--- config.mk ---
export PLATFORM = sky130hd
export DESIGN_NAME = qf_sts_rdclr_flat
export DESIGN_NICKNAME = d
export VERILOG_FILES = /design/src/rtl/qf_sts_rdclr_if.sv /design/src/rtl/qf_sts_rdclr.sv /design/src/flat_wrapper.sv
export SDC_FILE = /design/constraint.sdc
export NUM_CORES = 1
export LEC_CHECK = 0
export CELL_PAD_IN_SITES_DETAIL_PLACEMENT = 1
export CELL_PAD_IN_SITES_GLOBAL_PLACEMENT = 1
export CORE_ASPECT_RATIO = 1.75
export CORE_UTILIZATION = 38
export CTS_CLUSTER_DIAMETER = 80
export DETAILED_ROUTE_END_ITERATION = 6
export HOLD_SLACK_MARGIN = 0.02
export PLACE_DENSITY_LB_ADDON = 0.1
export SYNTH_ARGS = -nofsm -noshare
export SYNTH_HDL_FRONTEND = slang
export SYNTH_SLANG_ARGS = --single-unit
--- constraint.sdc ---
create_clock -name sys_clk -period 4.2 [get_ports sys_clk]
set_input_delay 0.42 -clock sys_clk [delete_from_list [all_inputs] [get_ports sys_clk]]
set_output_delay 0.42 -clock sys_clk [all_outputs]
set_load 0.01 [all_outputs]
--- src/rtl/qf_sts_rdclr_if.sv ---
// rtl/qf_sts_rdclr_if.sv - read-and-clear handshake and mask register bundle
interface qf_sts_rdclr_if #(
   parameter int PAR_BIT_WIDTH = 10,
   parameter int PAR_CNT_WIDTH = 8
);
   logic                     rd_req;
   logic                     rd_ack;
   logic [PAR_BIT_WIDTH-1:0] rd_data;
   logic [PAR_CNT_WIDTH-1:0] rd_cnt;
   logic [PAR_BIT_WIDTH-1:0] rd_ovf;
   logic                     mask_wr_en;
   logic [PAR_BIT_WIDTH-1:0] mask_wrdata;
   logic [PAR_BIT_WIDTH-1:0] mask;

   modport master (
      output rd_req, mask_wr_en, mask_wrdata,
      input  rd_ack, rd_data, rd_cnt, rd_ovf, mask
   );

   modport slave (
      input  rd_req, mask_wr_en, mask_wrdata,
      output rd_ack, rd_data, rd_cnt, rd_ovf, mask
   );
endinterface

--- src/rtl/qf_sts_rdclr.sv ---
// rtl/qf_sts_rdclr.sv - sticky event status with atomic read-and-clear snapshot and masked irq
// Optional overflow tracking enabled by defining QF_STS_OVF_EN.
module qf_sts_rdclr #(
   parameter int                     PAR_BIT_WIDTH    = 10,
   parameter int                     PAR_CNT_WIDTH    = 8,
   parameter logic [PAR_BIT_WIDTH-1:0] PAR_MASK_DEFAULT = '0
) (
   input  logic                     sys_clk,
   input  logic                     sys_rst_n,
   input  logic [PAR_BIT_WIDTH-1:0] evt_in,
   output logic                     irq,
   qf_sts_rdclr_if.slave            bus
);
   typedef enum logic {ST_IDLE, ST_ACK} state_t;

   localparam logic [PAR_CNT_WIDTH-1:0] CNT_ONE = PAR_CNT_WIDTH'(1);

   state_t                   state_q, state_d;
   logic [PAR_BIT_WIDTH-1:0] sticky_q, sticky_d;
   logic [PAR_CNT_WIDTH-1:0] cnt_q, cnt_d;
   logic [PAR_BIT_WIDTH-1:0] mask_q, mask_d;
   logic                     irq_q, irq_d;
   logic [PAR_BIT_WIDTH-1:0] rd_data_q, rd_data_d;
   logic [PAR_CNT_WIDTH-1:0] rd_cnt_q, rd_cnt_d;
   logic [PAR_BIT_WIDTH-1:0] sticky_acc;
   logic [PAR_CNT_WIDTH-1:0] cnt_acc;
   logic                     snap;

   always_comb begin
      sticky_acc = sticky_q | evt_in;
      cnt_acc    = cnt_q;
      if (|evt_in && cnt_q != '1) begin
         cnt_acc = cnt_q + CNT_ONE;
      end
      mask_d    = bus.mask_wr_en ? bus.mask_wrdata : mask_q;
      state_d   = state_q;
      sticky_d  = sticky_acc;
      cnt_d     = cnt_acc;
      rd_data_d = rd_data_q;
      rd_cnt_d  = rd_cnt_q;
      snap      = 1'b0;
      case (state_q)
         ST_IDLE: begin
            // The snapshot includes this cycle's events, which are then not kept
            if (bus.rd_req) begin
               snap      = 1'b1;
               state_d   = ST_ACK;
               rd_data_d = sticky_acc;
               rd_cnt_d  = cnt_acc;
               sticky_d  = '0;
               cnt_d     = '0;
            end
         end
         ST_ACK: begin
            if (!bus.rd_req) begin
               state_d = ST_IDLE;
            end
         end
         default: state_d = ST_IDLE;
      endcase
      irq_d = |(sticky_d & mask_d);
   end

   always_ff @(posedge sys_clk or negedge sys_rst_n) begin
      if (!sys_rst_n) begin
         state_q   <= ST_IDLE;
         sticky_q  <= '0;
         cnt_q     <= '0;
         mask_q    <= PAR_MASK_DEFAULT;
         irq_q     <= 1'b0;
         rd_data_q <= '0;
         rd_cnt_q  <= '0;
      end else begin
         state_q   <= state_d;
         sticky_q  <= sticky_d;
         cnt_q     <= cnt_d;
         mask_q    <= mask_d;
         irq_q     <= irq_d;
         rd_data_q <= rd_data_d;
         rd_cnt_q  <= rd_cnt_d;
      end
   end

`ifdef QF_STS_OVF_EN
   logic [PAR_BIT_WIDTH-1:0] ovf_q, ovf_d;
   logic [PAR_BIT_WIDTH-1:0] rd_ovf_q, rd_ovf_d;
   logic [PAR_BIT_WIDTH-1:0] ovf_acc;

   // A bit overflows when an event lands on a bit that is already sticky
   always_comb begin
      ovf_acc  = ovf_q | (evt_in & sticky_q);
      ovf_d    = snap ? '0 : ovf_acc;
      rd_ovf_d = snap ? ovf_acc : rd_ovf_q;
   end

   always_ff @(posedge sys_clk or negedge sys_rst_n) begin
      if (!sys_rst_n) begin
         ovf_q    <= '0;
         rd_ovf_q <= '0;
      end else begin
         ovf_q    <= ovf_d;
         rd_ovf_q <= rd_ovf_d;
      end
   end

   assign bus.rd_ovf = rd_ovf_q;
`else
   assign bus.rd_ovf = '0;
`endif

   assign bus.rd_ack  = (state_q == ST_ACK);
   assign bus.rd_data = rd_data_q;
   assign bus.rd_cnt  = rd_cnt_q;
   assign bus.mask    = mask_q;
   assign irq         = irq_q;
endmodule

--- src/flat_wrapper.sv ---
// flat-port wrapper written by rule: the top's interface ports become plain ports
module qf_sts_rdclr_flat 
#(
   parameter int                     PAR_BIT_WIDTH    = 10,
   parameter int                     PAR_CNT_WIDTH    = 8,
   parameter logic [PAR_BIT_WIDTH-1:0] PAR_MASK_DEFAULT = '0
)
  (sys_clk, sys_rst_n, evt_in, irq, bus_rd_req, bus_mask_wr_en, bus_mask_wrdata, bus_rd_ack, bus_rd_data, bus_rd_cnt, bus_rd_ovf, bus_mask);
  qf_sts_rdclr_if #(.PAR_BIT_WIDTH(PAR_BIT_WIDTH), .PAR_CNT_WIDTH(PAR_CNT_WIDTH)) bus_i ();
  input  logic sys_clk;
  input  logic sys_rst_n;
  input  logic [PAR_BIT_WIDTH-1:0] evt_in;
  output logic irq;
  input wire logic [$bits(bus_i.rd_req)-1:0] bus_rd_req;
  input wire logic [$bits(bus_i.mask_wr_en)-1:0] bus_mask_wr_en;
  input wire logic [$bits(bus_i.mask_wrdata)-1:0] bus_mask_wrdata;
  output wire logic [$bits(bus_i.rd_ack)-1:0] bus_rd_ack;
  output wire logic [$bits(bus_i.rd_data)-1:0] bus_rd_data;
  output wire logic [$bits(bus_i.rd_cnt)-1:0] bus_rd_cnt;
  output wire logic [$bits(bus_i.rd_ovf)-1:0] bus_rd_ovf;
  output wire logic [$bits(bus_i.mask)-1:0] bus_mask;
  assign bus_i.rd_req = bus_rd_req;
  assign bus_i.mask_wr_en = bus_mask_wr_en;
  assign bus_i.mask_wrdata = bus_mask_wrdata;
  assign bus_rd_ack = bus_i.rd_ack;
  assign bus_rd_data = bus_i.rd_data;
  assign bus_rd_cnt = bus_i.rd_cnt;
  assign bus_rd_ovf = bus_i.rd_ovf;
  assign bus_mask = bus_i.mask;
  qf_sts_rdclr #(.PAR_BIT_WIDTH(PAR_BIT_WIDTH), .PAR_CNT_WIDTH(PAR_CNT_WIDTH), .PAR_MASK_DEFAULT(PAR_MASK_DEFAULT)) u_core (.sys_clk(sys_clk), .sys_rst_n(sys_rst_n), .evt_in(evt_in), .irq(irq), .bus(bus_i));
endmodule
==> results.cfg, run 1 <==
[outcome]
status = finished with violations
violations = design-rule violations

[worst_hold_path]
min_path_type = primary input to async pin

[floorplanning]
die_h_um = 99.3
start_util_pct = 39.1
rows = 35
die_w_um = 57.6
ioPinCount = 64
core-area_um2 = 5260
dieArea_um2 = 5720

[routing]
wl_um = 4640
viasPerCell = 5.15
drc_errors = 9
drt_iter0_drc = 19
drtAntennaViolNets = 0
dr.pass1.iters = 6
via_count = 1539
wl_per_cell_um = 15.5

[clock_network]
cts_buffer_depth = 2
cts_hold_buf = 0
h-tree-depth = 2
numCtsBuffers = 5
clkSinkCount = 48
clk_pin_slew_ns = 0.09
post_cts_resized = 0
worstSkewPairLatency_ns = 0.30
postCtsSetupBuffers = 0
cts_tree = built
cts_root_buffer = clkbuf_8

[worst_setup_path]
cp.required_ns = 4.40
cpMaxStageDelayCell = clkdlybuf4s50_1
criticalPathCategory = primary input to flip-flop
crit_path_start_kind = primary input
cp.arrival_ns = 2.04
cp_num_buf_inv = 1
end_kind = flip-flop
cpPeakStageDelay_ns = 0.73
path_max_fanout = 10
cp_cell_sequence = clkdlybuf4s50_1 -> mux2_2 -> a22oi_1 -> nand4_1 -> o21a_1
critical-path-top-delay-family = buffers and inverters

[timing]
rsz0062_at_grt = false
report.final.slew_viol_count = 0
tns_ns = 0
worst_slew_margin_rel_pct = 28.6
max_freq_mhz = 541
worst_slack_ns = 2.35
fin_crit_ns = 1.85
hold_viol_final = 0
setup_violations = 0
fin_worst_skew_ns = 0.0100
fin_crit_sh_pct = 44.0
tightest_slew_ns = 1.07

[synthesis]
ys_warn_count = 0
yosys_register_bits = 48
syn-instance-count = 192
ys_types = 38
synthesis.area_um2 = 2060
ys_seq_area_share_pct = 58.4
avgSynthCellArea_um2 = 10.7

[place]
gp_congestion = 0.733
dp_hpwl_um = 3450
pre_cts_slack_ns = 1.99
io_buffers = 53

[flow_run]
maxCapViolCount = 0

[cells_and_area]
antennaDiodeCount = 0
nets = 268
drive_gt1_share_pct = 11.9
nFillCells = 559
area_growth_pct = 30.4

[power]
p_per_area_nw_per_um2 = 417
leakage_nw = 1.10
power.total_mw = 1.12
ir_worst_vdd_v = 0.000210

[global_route]
grt_util_all_layers_pct = 17.1
grt_start_max_net_pins = 49
antenna_found_initial = 0
grt-ovfl-total = 0
grt_pass1_wl_um = 7360
grt_pass1_vias = 1557
==> synthesized netlist by cell type, drive strengths merged <==
| cell type | n | area share [%] |
|---|---|---|
| or3b | 1 | 0.43 |
| o31ai | 3 | 1.3 |
| inv | 2 | 0.37 |
| conb | 1 | 0.18 |
| dfrtp | 48 | 58 |
| o21a | 1 | 0.37 |
| o21ai | 22 | 5.4 |
| nor4b | 1 | 0.43 |
| or2 | 4 | 1.2 |
| nor4 | 2 | 1.2 |
| a22oi | 2 | 0.73 |
| nand2b | 1 | 0.30 |
| ha | 1 | 0.61 |
| o31a | 1 | 0.43 |
| mux2 | 10 | 5.5 |
| clkbuf | 5 | 0.91 |
| a31oi | 6 | 1.8 |
| nor2 | 29 | 5.4 |
| nand3 | 4 | 1.2 |
| or3 | 2 | 0.61 |
| nand2 | 16 | 2.9 |
| or4 | 2 | 0.73 |
| nand4 | 3 | 0.91 |
| nor2b | 1 | 0.30 |
| nor3 | 1 | 0.24 |
| buf | 13 | 4.6 |
| mux2i | 2 | 0.97 |
| and3 | 2 | 0.85 |
| a311oi | 1 | 0.43 |
| a21oi | 5 | 1.2 |
==> logic make-up after synthesis <==
logic type	after synthesis	synth area share, %
AND/OR/NAND/NOR	69	16.8
multiplexers	12	6.45
AO/OA/AOI/OAI	41	11.7
adder cells (fa/ha/maj)	1	0.608
flip-flops	48	58.4
buffers and inverters	20	5.90
other	1	0.182
==> layer usage <==
layer	track usage (%)	wire length, um	part of all wire, %
met1	19.3	1800	39
met2	31.1	2490	54
met3	3.64	286	6.2
met4	5.63	58	1.2
met5	0	0	0
==> placed cells by master (no fill, tap or decap), types with 2 or more instances in the layout <==
master           count
o21ai_1              3
nand4_1              3
or4_1                2
nor4_2               2
mux2_2              10
or3_1                2
o21ai_0             19
dfrtp_1             48
a31oi_1              6
a22oi_1              2
nor2_1              28
nand3_1              3
nand2_1             16
inv_1                2
o31ai_1              2
mux2i_1              2
clkdlybuf4s50_1     52
conb_1              10
or2_2                4
a21oi_1              5
clkbuf_8             5
==> final timing paths <==
path                                        from  slack, ns  depth (start not counted)               endpoint
hold / removal                         sys_rst_n       0.30                          1     u_core.bus.mask[3]
min in group sys_clk       u_core.bus.rd_data[4]       0.48                          2  u_core.bus.rd_data[4]
max in group asynchronous              sys_rst_n       3.23                          1   u_core.bus.rd_cnt[7]
setup / recovery                  bus_mask_wr_en       2.35                          5             u_core.irq
setup reg to reg                 u_core.cnt_q[0]       2.44                          5   u_core.bus.rd_cnt[3]
hold reg to reg            u_core.bus.rd_data[4]       0.48                          2  u_core.bus.rd_data[4]
==> report_power, final <==
group          total (mW)  internal [mW]  switching (mW)
registers           0.559          0.520          0.0389
logic               0.230          0.125           0.105
clock network       0.330          0.177           0.153
==> metrics by stage <==
stage	util [%]	instances	area, um^2	hold slack, ns
after floorplan	-	201	2090	0.124
after global placement	49.0	291	2570	0.464
after detailed placement	49.0	291	2570	0.472
after CTS	51.0	299	2680	0.349
after global routing	51.0	299	2680	0.394
final	51.0	299	2680	0.303
==> area by class of cell <==
class | count | area, um^2 | area share [%]
clock buffer | 6 | 72.6 | 2.71
clock inverter | 2 | 35.0 | 1.31
inverter | 2 | 7.51 | 0.280
multi-input combinational | 133 | 771 | 28.7
sequential | 48 | 1200 | 44.8
tap | 55 | 68.8 | 2.57
timing repair buffer | 53 | 526 | 19.6
==> flip-flops by register name, indices dropped and copies added, names as in the netlist <==
signal and flops:
u_core.bus.rd_data 10, u_core.irq 1, u_core.bus.rd_ack 1, u_core.sticky_q 10, u_core.cnt_q 8, u_core.bus.mask 10
u_core.bus.rd_cnt 8
No activity file was read; power rests on OpenSTA's default activity.
==> inputs of run 2 (changes only) <==
CORE_UTILIZATION = 32   (was 38)
clock period = 1.7 ns   (was 4.2 ns; I/O delays follow)
==> run 2 against run 1 <==
The flow now finishes without violations. Register-to-register slack lost 2.4 ns. Global-route usage shrank 1.2 points. Setup slack lost 2.3 ns. Cell count grew 16%. Clock power grew 120%. Combinational power grew to 2.9 times the previous value. Sequential power grew 140%. Clock skew shrank 0.0011 ns. First-iteration DRC count shrank 42%. Core utilization shrank 4.0 points.
==> results.cfg, run 2 (synthesis results as in run 1) <==
[clock_network]
cts_root_buffer = clkbuf_8
h-tree-depth = 2
cts_buffer_depth = 2
clkSinkCount = 48
numCtsBuffers = 5
clk_pin_slew_ns = 0.09
worstSkewPairLatency_ns = 0.30
cts_tree = built

[floorplanning]
die_h_um = 108
ioPinCount = 64
core-area_um2 = 6180
dieArea_um2 = 6770
rows = 38
start_util_pct = 33.3
die_w_um = 62.6

[place]
dp.cells = 335
pre_cts_slack_ns = -0.239
gp_congestion = 0.796
dpl_cell_area_um2 = 2770
dp_hpwl_um = 3630
io_buffers = 53

[cells_and_area]
antennaDiodeCount = 0
area_growth_pct = 41.4
final_cell_mix = 52 x clkdlybuf4s50_1, 48 x dfrtp_1, 28 x nor2_1
nets = 290
nFillCells = 713
postLayoutCellArea_um2 = 2910
instances_no_fill = 346
drive_gt1_share_pct = 20.3
layout_commonest_cell = clkdlybuf4s50_1

[timing]
holdWs_ns = 0.373
fin_crit_sh_pct = 96.1
fin_worst_skew_ns = 0.00887
setup_violations = 0
max_freq_mhz = 612
worst_slack_ns = 0.0668
hold_viol_final = 0
report.final.slew_viol_count = 0
fin_crit_ns = 1.63
rsz0062_at_grt = true

[worst_setup_path]
end_kind = flip-flop
cp.required_ns = 1.88
crit_path_start_kind = flip-flop
cp.arrival_ns = 1.81
criticalPathCategory = flip-flop to flip-flop
path_max_fanout = 5
reg2reg_slack_ns = 0.07

[routing]
drtAntennaViolNets = 0
drt_iter0_drc = 11
via_count = 1643
drc_errors = 0
wl_um = 4910
dr.pass1.iters = 2
viasPerCell = 4.75
wl_per_cell_um = 14.2

[power]
leakage_nw = 1.21
power.total_mw = 2.75
ir_worst_vdd_v = 0.000729
p_per_area_nw_per_um2 = 946

[global_route]
grt_pass1_wl_um = 8160
grt_pass1_vias = 1680
antenna_found_initial = 0
grt_util_all_layers_pct = 15.9
grt_start_max_net_pins = 49
grt-ovfl-total = 0

[flow_run]
maxCapViolCount = 0

[worst_hold_path]
min_path_type = primary input to flip-flop

[outcome]
status = finished clean
==> run 2: cell count changes in the layout (fill, tap and decap cells not counted), sizes merged <==
| cell | change |
|---|---|
| buf | +21 |
| clkinvlp | +2 |
| bufinv | -1 |
| clkinv | -1 |
| dlygate4sd3 | +1 |
==> run 2: repair_timing <==
item                                    4_1_cts  5_1_grt
buffers inserted                              1        1
hold endpoints to repair                     48        0
pin swaps                                     1        6
gates resized for setup                       0        4
hold buffers                                  1        0
endpoints found under the setup margin        1        7
==> run 2: final timing paths <==
| path | start | endpoint | cells after the start |
|---|---|---|---|
| min in group asynchronous | sys_rst_n | u_core.bus.mask[9] | 3 |
| max in group asynchronous | sys_rst_n | u_core.sticky_q[2] | 3 |
| max | u_core.cnt_q[0] | u_core.bus.rd_cnt[6] | 6 |
| max reg2reg | u_core.cnt_q[0] | u_core.bus.rd_cnt[6] | 6 |
| min reg2reg | u_core.bus.rd_data[5] | u_core.bus.rd_data[5] | 2 |
| min | bus_rd_req | u_core.bus.rd_ack | 1 |
==> run 2: power by group <==
part | internal, mW | total, mW | switching [mW] | leakage [nW]
Sequential | 1.28 | 1.36 | 0.0772 | 0.573
Combinational | 0.378 | 0.672 | 0.294 | 0.589
Clock | 0.330 | 0.719 | 0.389 | 0.0434
Total | 1.99 | 2.75 | 0.760 | 1.21
==> run 2: worst max-delay path, stage by stage (launching register included) <==
cell and delay [ns]:
dfrtp_1 0.40, ha_2 0.19, nand4_1 0.14, buf_4 0.18, a311oi_2 0.22, mux2i_1 0.29
o21ai_1 0.08
==> run 2: area by class of cell <==
type,count,area (um^2),share of cell area (%)
flip-flops and latches,48,1200,41.3
multi-input cells,133,783,26.9
repair buffers,75,718,24.7
well taps,80,100,3.44
clock buffers,6,82.6,2.84
clock inverters,2,15.0,0.516
inverters,2,7.51,0.258
==> run 2: through the flow <==
step                      TNS [ns]  util (%)
final                            0      47.0
after global placement       -1.45      44.9
after CTS                        0      46.7
after detailed placement     -1.64      44.9
after floorplan                  0         -
after global routing       -0.0967      47.0
==> run 2: layer usage <==
metal	GRT usage, %	wire length (um)
met5	0	0
met4	6.98	77
met3	2.85	195
met2	30.1	2730
met1	17.0	1900
